<file path="src/rtl/dvp_capture_pack_if.sv">
// DVP sensor inputs and packed-word outputs of one camera capture channel.
// The sensor model or upstream pad logic drives the master side; the capture block is the slave.
interface dvp_capture_pack_if;
  logic        i_cam_vsync;
  logic        i_cam_href;
  logic [7:0]  i_cam_data;
  logic        o_cam_data_rst;
  logic        o_cam_data_valid;
  logic [31:0] o_cam_data_32;
  logic [7:0]  o_frame_cnt;
  logic        o_err;

  modport master (
    output i_cam_vsync, i_cam_href, i_cam_data,
    input  o_cam_data_rst, o_cam_data_valid, o_cam_data_32, o_frame_cnt, o_err
  );

  modport slave (
    input  i_cam_vsync, i_cam_href, i_cam_data,
    output o_cam_data_rst, o_cam_data_valid, o_cam_data_32, o_frame_cnt, o_err
  );
endinterface

</file>
<file path="src/rtl/dvp_capture_pack.sv">
// OV5640 DVP capture: skips settling frames, packs RGB565 byte pairs into 32-bit words
// (two pixels per word) and emits a frame-start reset pulse for the write FIFO.
module dvp_capture_pack #(
  parameter int H_ACTIVE   = 640,
  parameter int V_ACTIVE   = 480,
  parameter int FRAME_SKIP = 10,
  parameter int RST_LEN    = 8
) (
  input  logic              i_cam_pclk,
  input  logic              i_sys_rst,
  dvp_capture_pack_if.slave cam_if
);
  localparam int PIX_W  = $clog2(H_ACTIVE + 1);
  localparam int LINE_W = $clog2(V_ACTIVE + 1);
  localparam int SKIP_W = (FRAME_SKIP < 2) ? 1 : $clog2(FRAME_SKIP + 1);
  localparam int RST_W  = (RST_LEN < 2) ? 1 : $clog2(RST_LEN + 1);

  localparam logic [1:0] ST_SKIP    = 2'd0;
  localparam logic [1:0] ST_ARM     = 2'd1;
  localparam logic [1:0] ST_CAPTURE = 2'd2;

  logic              vsync_d1_q, vsync_d2_q, href_d1_q, href_d2_q;
  logic [7:0]        data_d1_q;
  logic [1:0]        state_q, state_d;
  logic [SKIP_W-1:0] skip_cnt_q, skip_cnt_d;
  logic [RST_W-1:0]  rst_cnt_q, rst_cnt_d;
  logic              rst_pulse_q, rst_pulse_d;
  logic [1:0]        byte_idx_q, byte_idx_d;
  logic [PIX_W-1:0]  pix_cnt_q, pix_cnt_d;
  logic [LINE_W-1:0] line_cnt_q, line_cnt_d;
  logic [23:0]       word_q, word_d;
  logic [31:0]       data_32_q, data_32_d;
  logic              valid_q, valid_d;
  logic [7:0]        frame_cnt_q, frame_cnt_d;
  logic              err_q, err_d;

  logic vs_rise, line_end, line_open, line_full;

  assign vs_rise   = vsync_d1_q & ~vsync_d2_q;
  assign line_end  = href_d2_q & ~href_d1_q;
  assign line_open = (line_cnt_q < LINE_W'(V_ACTIVE));
  assign line_full = (pix_cnt_q == PIX_W'(H_ACTIVE));

  always_comb begin
    state_d     = state_q;
    skip_cnt_d  = skip_cnt_q;
    rst_cnt_d   = rst_cnt_q;
    rst_pulse_d = rst_pulse_q;
    byte_idx_d  = byte_idx_q;
    pix_cnt_d   = pix_cnt_q;
    line_cnt_d  = line_cnt_q;
    word_d      = word_q;
    data_32_d   = data_32_q;
    valid_d     = 1'b0;
    frame_cnt_d = frame_cnt_q;
    err_d       = err_q;

    case (state_q)
      ST_SKIP: begin
        if (FRAME_SKIP == 0) begin
          state_d = ST_ARM;
        end else if (vs_rise) begin
          if (skip_cnt_q == SKIP_W'(FRAME_SKIP - 1)) state_d = ST_ARM;
          else skip_cnt_d = skip_cnt_q + SKIP_W'(1);
        end
      end
      ST_ARM: begin
        if (vs_rise) state_d = ST_CAPTURE;
      end
      ST_CAPTURE: begin
        // A vsync edge closes the running frame; a cut-off line or short frame is an error.
        if (vs_rise) begin
          frame_cnt_d = frame_cnt_q + 8'd1;
          if (href_d1_q || (byte_idx_q != 2'd0) || line_open) err_d = 1'b1;
        end
      end
      default: state_d = ST_SKIP;
    endcase

    if ((state_q != ST_SKIP) && vs_rise) begin
      rst_pulse_d = 1'b1;
      rst_cnt_d   = RST_W'(RST_LEN - 1);
    end else if (rst_cnt_q != '0) begin
      rst_cnt_d = rst_cnt_q - RST_W'(1);
    end else begin
      rst_pulse_d = 1'b0;
    end

    if ((state_q != ST_CAPTURE) || vs_rise || rst_pulse_q) begin
      byte_idx_d = 2'd0;
      pix_cnt_d  = '0;
      line_cnt_d = '0;
    end else if (line_end) begin
      if (line_open) begin
        if ((byte_idx_q != 2'd0) || !line_full) err_d = 1'b1;
        line_cnt_d = line_cnt_q + LINE_W'(1);
      end
      byte_idx_d = 2'd0;
      pix_cnt_d  = '0;
    end else if (href_d1_q && line_open) begin
      if (line_full) begin
        err_d = 1'b1;
      end else begin
        word_d     = {word_q[15:0], data_d1_q};
        byte_idx_d = byte_idx_q + 2'd1;
        if (byte_idx_q[0]) pix_cnt_d = pix_cnt_q + PIX_W'(1);
        if (byte_idx_q == 2'd3) begin
          data_32_d = {word_q, data_d1_q};
          valid_d   = 1'b1;
        end
      end
    end
  end

  always_ff @(posedge i_cam_pclk or posedge i_sys_rst) begin
    if (i_sys_rst) begin
      vsync_d1_q  <= 1'b0;
      vsync_d2_q  <= 1'b0;
      href_d1_q   <= 1'b0;
      href_d2_q   <= 1'b0;
      data_d1_q   <= 8'd0;
      state_q     <= ST_SKIP;
      skip_cnt_q  <= '0;
      rst_cnt_q   <= '0;
      rst_pulse_q <= 1'b0;
      byte_idx_q  <= 2'd0;
      pix_cnt_q   <= '0;
      line_cnt_q  <= '0;
      word_q      <= 24'd0;
      data_32_q   <= 32'd0;
      valid_q     <= 1'b0;
      frame_cnt_q <= 8'd0;
      err_q       <= 1'b0;
    end else begin
      vsync_d1_q  <= cam_if.i_cam_vsync;
      vsync_d2_q  <= vsync_d1_q;
      href_d1_q   <= cam_if.i_cam_href;
      href_d2_q   <= href_d1_q;
      data_d1_q   <= cam_if.i_cam_data;
      state_q     <= state_d;
      skip_cnt_q  <= skip_cnt_d;
      rst_cnt_q   <= rst_cnt_d;
      rst_pulse_q <= rst_pulse_d;
      byte_idx_q  <= byte_idx_d;
      pix_cnt_q   <= pix_cnt_d;
      line_cnt_q  <= line_cnt_d;
      word_q      <= word_d;
      data_32_q   <= data_32_d;
      valid_q     <= valid_d;
      frame_cnt_q <= frame_cnt_d;
      err_q       <= err_d;
    end
  end

  assign cam_if.o_cam_data_rst   = rst_pulse_q;
  assign cam_if.o_cam_data_valid = valid_q;
  assign cam_if.o_cam_data_32    = data_32_q;
  assign cam_if.o_frame_cnt      = frame_cnt_q;
  assign cam_if.o_err            = err_q;
endmodule

</file>
<file path="src/flat_wrapper.sv">
// flat-port wrapper written by rule: the top's interface ports become plain ports
module dvp_capture_pack_flat 
#(
  parameter int H_ACTIVE   = 640,
  parameter int V_ACTIVE   = 480,
  parameter int FRAME_SKIP = 10,
  parameter int RST_LEN    = 8
)
  (i_cam_pclk, i_sys_rst, cam_if_i_cam_vsync, cam_if_i_cam_href, cam_if_i_cam_data, cam_if_o_cam_data_rst, cam_if_o_cam_data_valid, cam_if_o_cam_data_32, cam_if_o_frame_cnt, cam_if_o_err);
  dvp_capture_pack_if cam_if_i ();
  input  logic i_cam_pclk;
  input  logic i_sys_rst;
  input wire logic [$bits(cam_if_i.i_cam_vsync)-1:0] cam_if_i_cam_vsync;
  input wire logic [$bits(cam_if_i.i_cam_href)-1:0] cam_if_i_cam_href;
  input wire logic [$bits(cam_if_i.i_cam_data)-1:0] cam_if_i_cam_data;
  output wire logic [$bits(cam_if_i.o_cam_data_rst)-1:0] cam_if_o_cam_data_rst;
  output wire logic [$bits(cam_if_i.o_cam_data_valid)-1:0] cam_if_o_cam_data_valid;
  output wire logic [$bits(cam_if_i.o_cam_data_32)-1:0] cam_if_o_cam_data_32;
  output wire logic [$bits(cam_if_i.o_frame_cnt)-1:0] cam_if_o_frame_cnt;
  output wire logic [$bits(cam_if_i.o_err)-1:0] cam_if_o_err;
  assign cam_if_i.i_cam_vsync = cam_if_i_cam_vsync;
  assign cam_if_i.i_cam_href = cam_if_i_cam_href;
  assign cam_if_i.i_cam_data = cam_if_i_cam_data;
  assign cam_if_o_cam_data_rst = cam_if_i.o_cam_data_rst;
  assign cam_if_o_cam_data_valid = cam_if_i.o_cam_data_valid;
  assign cam_if_o_cam_data_32 = cam_if_i.o_cam_data_32;
  assign cam_if_o_frame_cnt = cam_if_i.o_frame_cnt;
  assign cam_if_o_err = cam_if_i.o_err;
  dvp_capture_pack #(.H_ACTIVE(H_ACTIVE), .V_ACTIVE(V_ACTIVE), .FRAME_SKIP(FRAME_SKIP), .RST_LEN(RST_LEN)) u_core (.i_cam_pclk(i_cam_pclk), .i_sys_rst(i_sys_rst), .cam_if(cam_if_i));
endmodule
</file>
<file path="config.mk">
export PLATFORM = sky130hd
export DESIGN_NAME = dvp_capture_pack_flat
export DESIGN_NICKNAME = d
export VERILOG_FILES = /design/src/rtl/dvp_capture_pack_if.sv /design/src/rtl/dvp_capture_pack.sv /design/src/flat_wrapper.sv
export SDC_FILE = /design/constraint.sdc
export NUM_CORES = 1
export LEC_CHECK = 0
export ABC_AREA = 1
export BUFFER_PORTS_ARGS = -buffer_cell sky130_fd_sc_hd__buf_2
export CAP_MARGIN = 20
export CORE_MARGIN = 3
export CORE_UTILIZATION = 50
export CTS_CLUSTER_DIAMETER = 200
export DETAILED_ROUTE_END_ITERATION = 16
export HOLD_SLACK_MARGIN = 0.03
export PLACE_DENSITY_LB_ADDON = 0.25
export REMOVE_ABC_BUFFERS = 1
export SYNTH_ARGS = -nofsm -noshare
export SYNTH_HDL_FRONTEND = slang
export SYNTH_SLANG_ARGS = --single-unit
</file>
<file path="constraint.sdc">
create_clock -name i_cam_pclk -period 5.2 [get_ports i_cam_pclk]
set_clock_uncertainty 0.15 [all_clocks]
set_input_delay 1.04 -clock i_cam_pclk [delete_from_list [all_inputs] [get_ports i_cam_pclk]]
set_output_delay 1.04 -clock i_cam_pclk [all_outputs]
set_load 0.02 [all_outputs]
</file>
==> flow_summary.ini <==
[yosys]
synth_edf_count = 0
async_reset_ff_frac = 1.000
syn_area_mm2 = 0.004813
synth_warnings = 0
synth_top_family_by_area = simple AND/OR/NAND/NOR gates
synthFlopType = dfrtp_1
synth_compound_area_frac = 0.04393
synth_xor_xnor_area_share = 0.02184
synth_cells = 541
avgSynthCellArea_um2 = 8.897
synth_simple_gate_area_frac = 0.2683
synth.distinct_cells = 31
synth_seq_area_share = 0.5719
synthAdderAreaFrac = 0.02339
ys_ff_latch = 110
yosys-mux-area-fraction = 0.002339

[pwr]
p_sw_uw = 578.6
p_leak_uw = 0.002870
pwr-share-seq = 0.571
powerDensity_mw_per_mm2 = 341.2
p_int_uw = 1250
swShare = 0.3164
peakVddDrop_uv = 184.0
pwr-share-comb = 0.168
clock_power_share = 0.261

[timing]
slew_headroom = 0.4252
grt_setup_unrepaired = false
worst_pin_slew_ns = 0.8575
fin_setup_tns_ns = 0
setup_viol = 0
holdWs_ns = 0.3036
fmax_mhz = 373.8
slew_viol_final = 0
period_minus_slack_ns = 2.675
hold_viol = 0
fin_crit_sh = 0.5145

[finish]
multi_input_area_mm2 = 0.001732
nets = 613
drive_above_1_share = 0.1524
final_cell_area_mm2 = 0.005360
seq_area_mm2 = 0.002753
final-instance-count-excl-fill = 727
n_fill_cell = 875
area_growth_pct = 11.36

[placed_design]
dpl_cell_area_mm2 = 0.005151
place.gp.congestion = 0.8436
hpwl_um = 5731
portBuffers = 54
dp_cells = 709

[clock_network]
root_buffer = clkbuf_8
ctsHoldBuffers = 0
clkSinkCount = 110
numCtsBuffers = 9
clk_latency_ns = 0.37
cts.path.max_buffers = 2
path_clk_slew_ns = 0.10
cts_tree = built
cts_resized = 0
htreeDepth = 3
post_cts_buffers = 0

[floorplanning]
die_x_um = 104.1
die_h_um = 104.1
design.portCount = 55
core_mm2 = 0.009284
fp.dieArea_mm2 = 0.01084
initial_core_util = 0.5185
rows = 35

[critical_path]
reg2reg_to = u_core.cam_if.o_cam_data_32[18]
rr_worst_depth = 10
r2r_setup_slack_ns = 2.52
startpoint = u_core.pix_cnt_q[0]
startpoint_type = flop
worstPathArrival_ns = 2.79
worstReg2RegStart = u_core.pix_cnt_q[0]
critPathRequiredTime_ns = 5.31
path_class = flop to flop
cp_max_fo = 58
cp-endpoint = u_core.cam_if.o_cam_data_32[18]
cp-end-kind = flop

[detailed_routing]
maxUsedRoutingLayer = met4
wl_per_cell_um = 11.67
drc_errors = 0
m1WireLength_um = 3945
vias_per_cell = 4.905
dr_wl_met3_um = 400
drt-initial-drc-count = 152
vias = 3566
drt-pass1-iter-count = 4
postRouteAntennaNets = 0
routed_wirelength_um = 8481
wl_met2_um = 4062

[global_route]
grt_pass1_vias = 3450
grt_pass1_wl_um = 15440
antenna_found_initial = 0
track_usage = 0.1703
grt.overflow.total = 0
grt_max_degree = 82

[run]
drv_cap = 0

[worst_hold_path]
hold_path_class = flop to flop

[run_status]
status = complete, no violations
==> flip-flops by register name, indices dropped and copies added, names as in the netlist <==
| register | cells |
|---|---|
| u_core.cam_if.o_cam_data_valid | 1 |
| u_core.href_d1_q | 1 |
| u_core.cam_if.o_cam_data_rst | 1 |
| u_core.cam_if.o_frame_cnt | 8 |
| u_core.cam_if.o_cam_data_32 | 32 |
| u_core.rst_cnt_q | 4 |
| u_core.skip_cnt_q | 4 |
| u_core.vsync_d1_q | 1 |
| u_core.state_q | 2 |
| u_core.href_d2_q | 1 |
| u_core.byte_idx_q | 2 |
| u_core.vsync_d2_q | 1 |
| u_core.data_d1_q | 8 |
| u_core.pix_cnt_q | 10 |
| u_core.line_cnt_q | 9 |
| u_core.word_q | 24 |
| u_core.cam_if.o_err | 1 |
==> routing by layer <==
layer	track usage	vias up
met3	0.04718	6
met4	0.04748	0
met2	0.2804	75
met5	0	-
met1	0.2224	1674
li1	-	1811
==> critical path: stages, from the launching register on <==
cell     delay, ns
dfrtp_1       0.44
inv_1         0.08
ha_1          0.19
nand2_1       0.05
nor2_1        0.05
nand3_2       0.10
nand2_2       0.11
nor2_8        0.56
nand2_2       0.55
nand2_1       0.20
nand2_1       0.06
==> cell families (layout without fill, tap and decap cells) <==
family	after synthesis	after routing
AO/OA/AOI/OAI	41	41
XOR/XNOR	12	12
adder cells (fa/ha/maj)	9	9
buffers and inverters	75	131
flip-flops	110	110
multiplexers	1	1
other	0	1
AND/OR/NAND/NOR	293	293
==> final cells by class <==
cell class	count	share of cell area
Clock inverter	7	0.01027
Tap cell	129	0.03011
Timing Repair Buffer	57	0.05836
Multi-Input combinational cell	356	0.3231
Clock buffer	9	0.02311
Antenna cell	1	0.0004669
Inverter	58	0.04108
Sequential cell	110	0.5135
==> cell usage after synthesis (all sizes together), types with 4 or more instances <==
library cell | number | area share
clkbuf | 4 | 0.0031
inv | 58 | 0.045
xnor2 | 5 | 0.0091
xor2 | 7 | 0.013
nand2 | 178 | 0.14
a21oi | 10 | 0.010
nand3 | 61 | 0.064
ha | 9 | 0.023
nand4 | 9 | 0.015
buf | 13 | 0.020
dfrtp | 110 | 0.57
nor3 | 6 | 0.0073
o21ai | 28 | 0.029
nor2 | 36 | 0.036
==> cells in the final DEF, fill, tap and decap left out, drive strengths merged <==
master    instances
clkinvlp          1
mux2              1
a21oi            10
diode             1
nand2           178
o31ai             1
nor4              2
nand3            61
o21ai            28
o211ai            1
xnor2             5
nand3b            1
clkbuf            9
nor3              6
xor2              7
ha                9
a31oi             1
inv              62
dfrtp           110
nand4             9
clkinv            2
buf              57
nor2             36
==> worst min-delay path by stage <==
stage                      start                 to  cells past startpoint
2_1_floorplan   u_core.href_d1_q   u_core.href_d2_q                      0
3_3_place_gp   u_core.vsync_d1_q  u_core.vsync_d2_q                      0
3_5_place_dp   u_core.vsync_d1_q  u_core.vsync_d2_q                      0
4_1_cts        u_core.vsync_d1_q  u_core.vsync_d2_q                      0
5_1_grt        u_core.vsync_d1_q  u_core.vsync_d2_q                      0
6_report       u_core.vsync_d1_q  u_core.vsync_d2_q                      0
==> metrics by stage <==
stage | total power [uW] | utilization | setup WS (ns)
2_1_floorplan | 1278 | - | 1.108
3_5_place_dp | 1371 | 0.5549 | 2.509
4_1_cts | 1854 | 0.5741 | 2.492
5_1_grt | 1950 | 0.5771 | 2.196
6_report | 1829 | 0.5774 | 2.525
3_3_place_gp | 1351 | 0.5549 | 2.603
==> power by group through the flow <==
stage,clock network [uW],logic (uW),registers (uW)
CTS,499,312,1040
floorplan,0,218,1060
detailed placement,0,311,1060
finish,478,308,1040
global route,535,355,1060
global placement,0,295,1060
No activity file was read; power rests on OpenSTA's default activity.
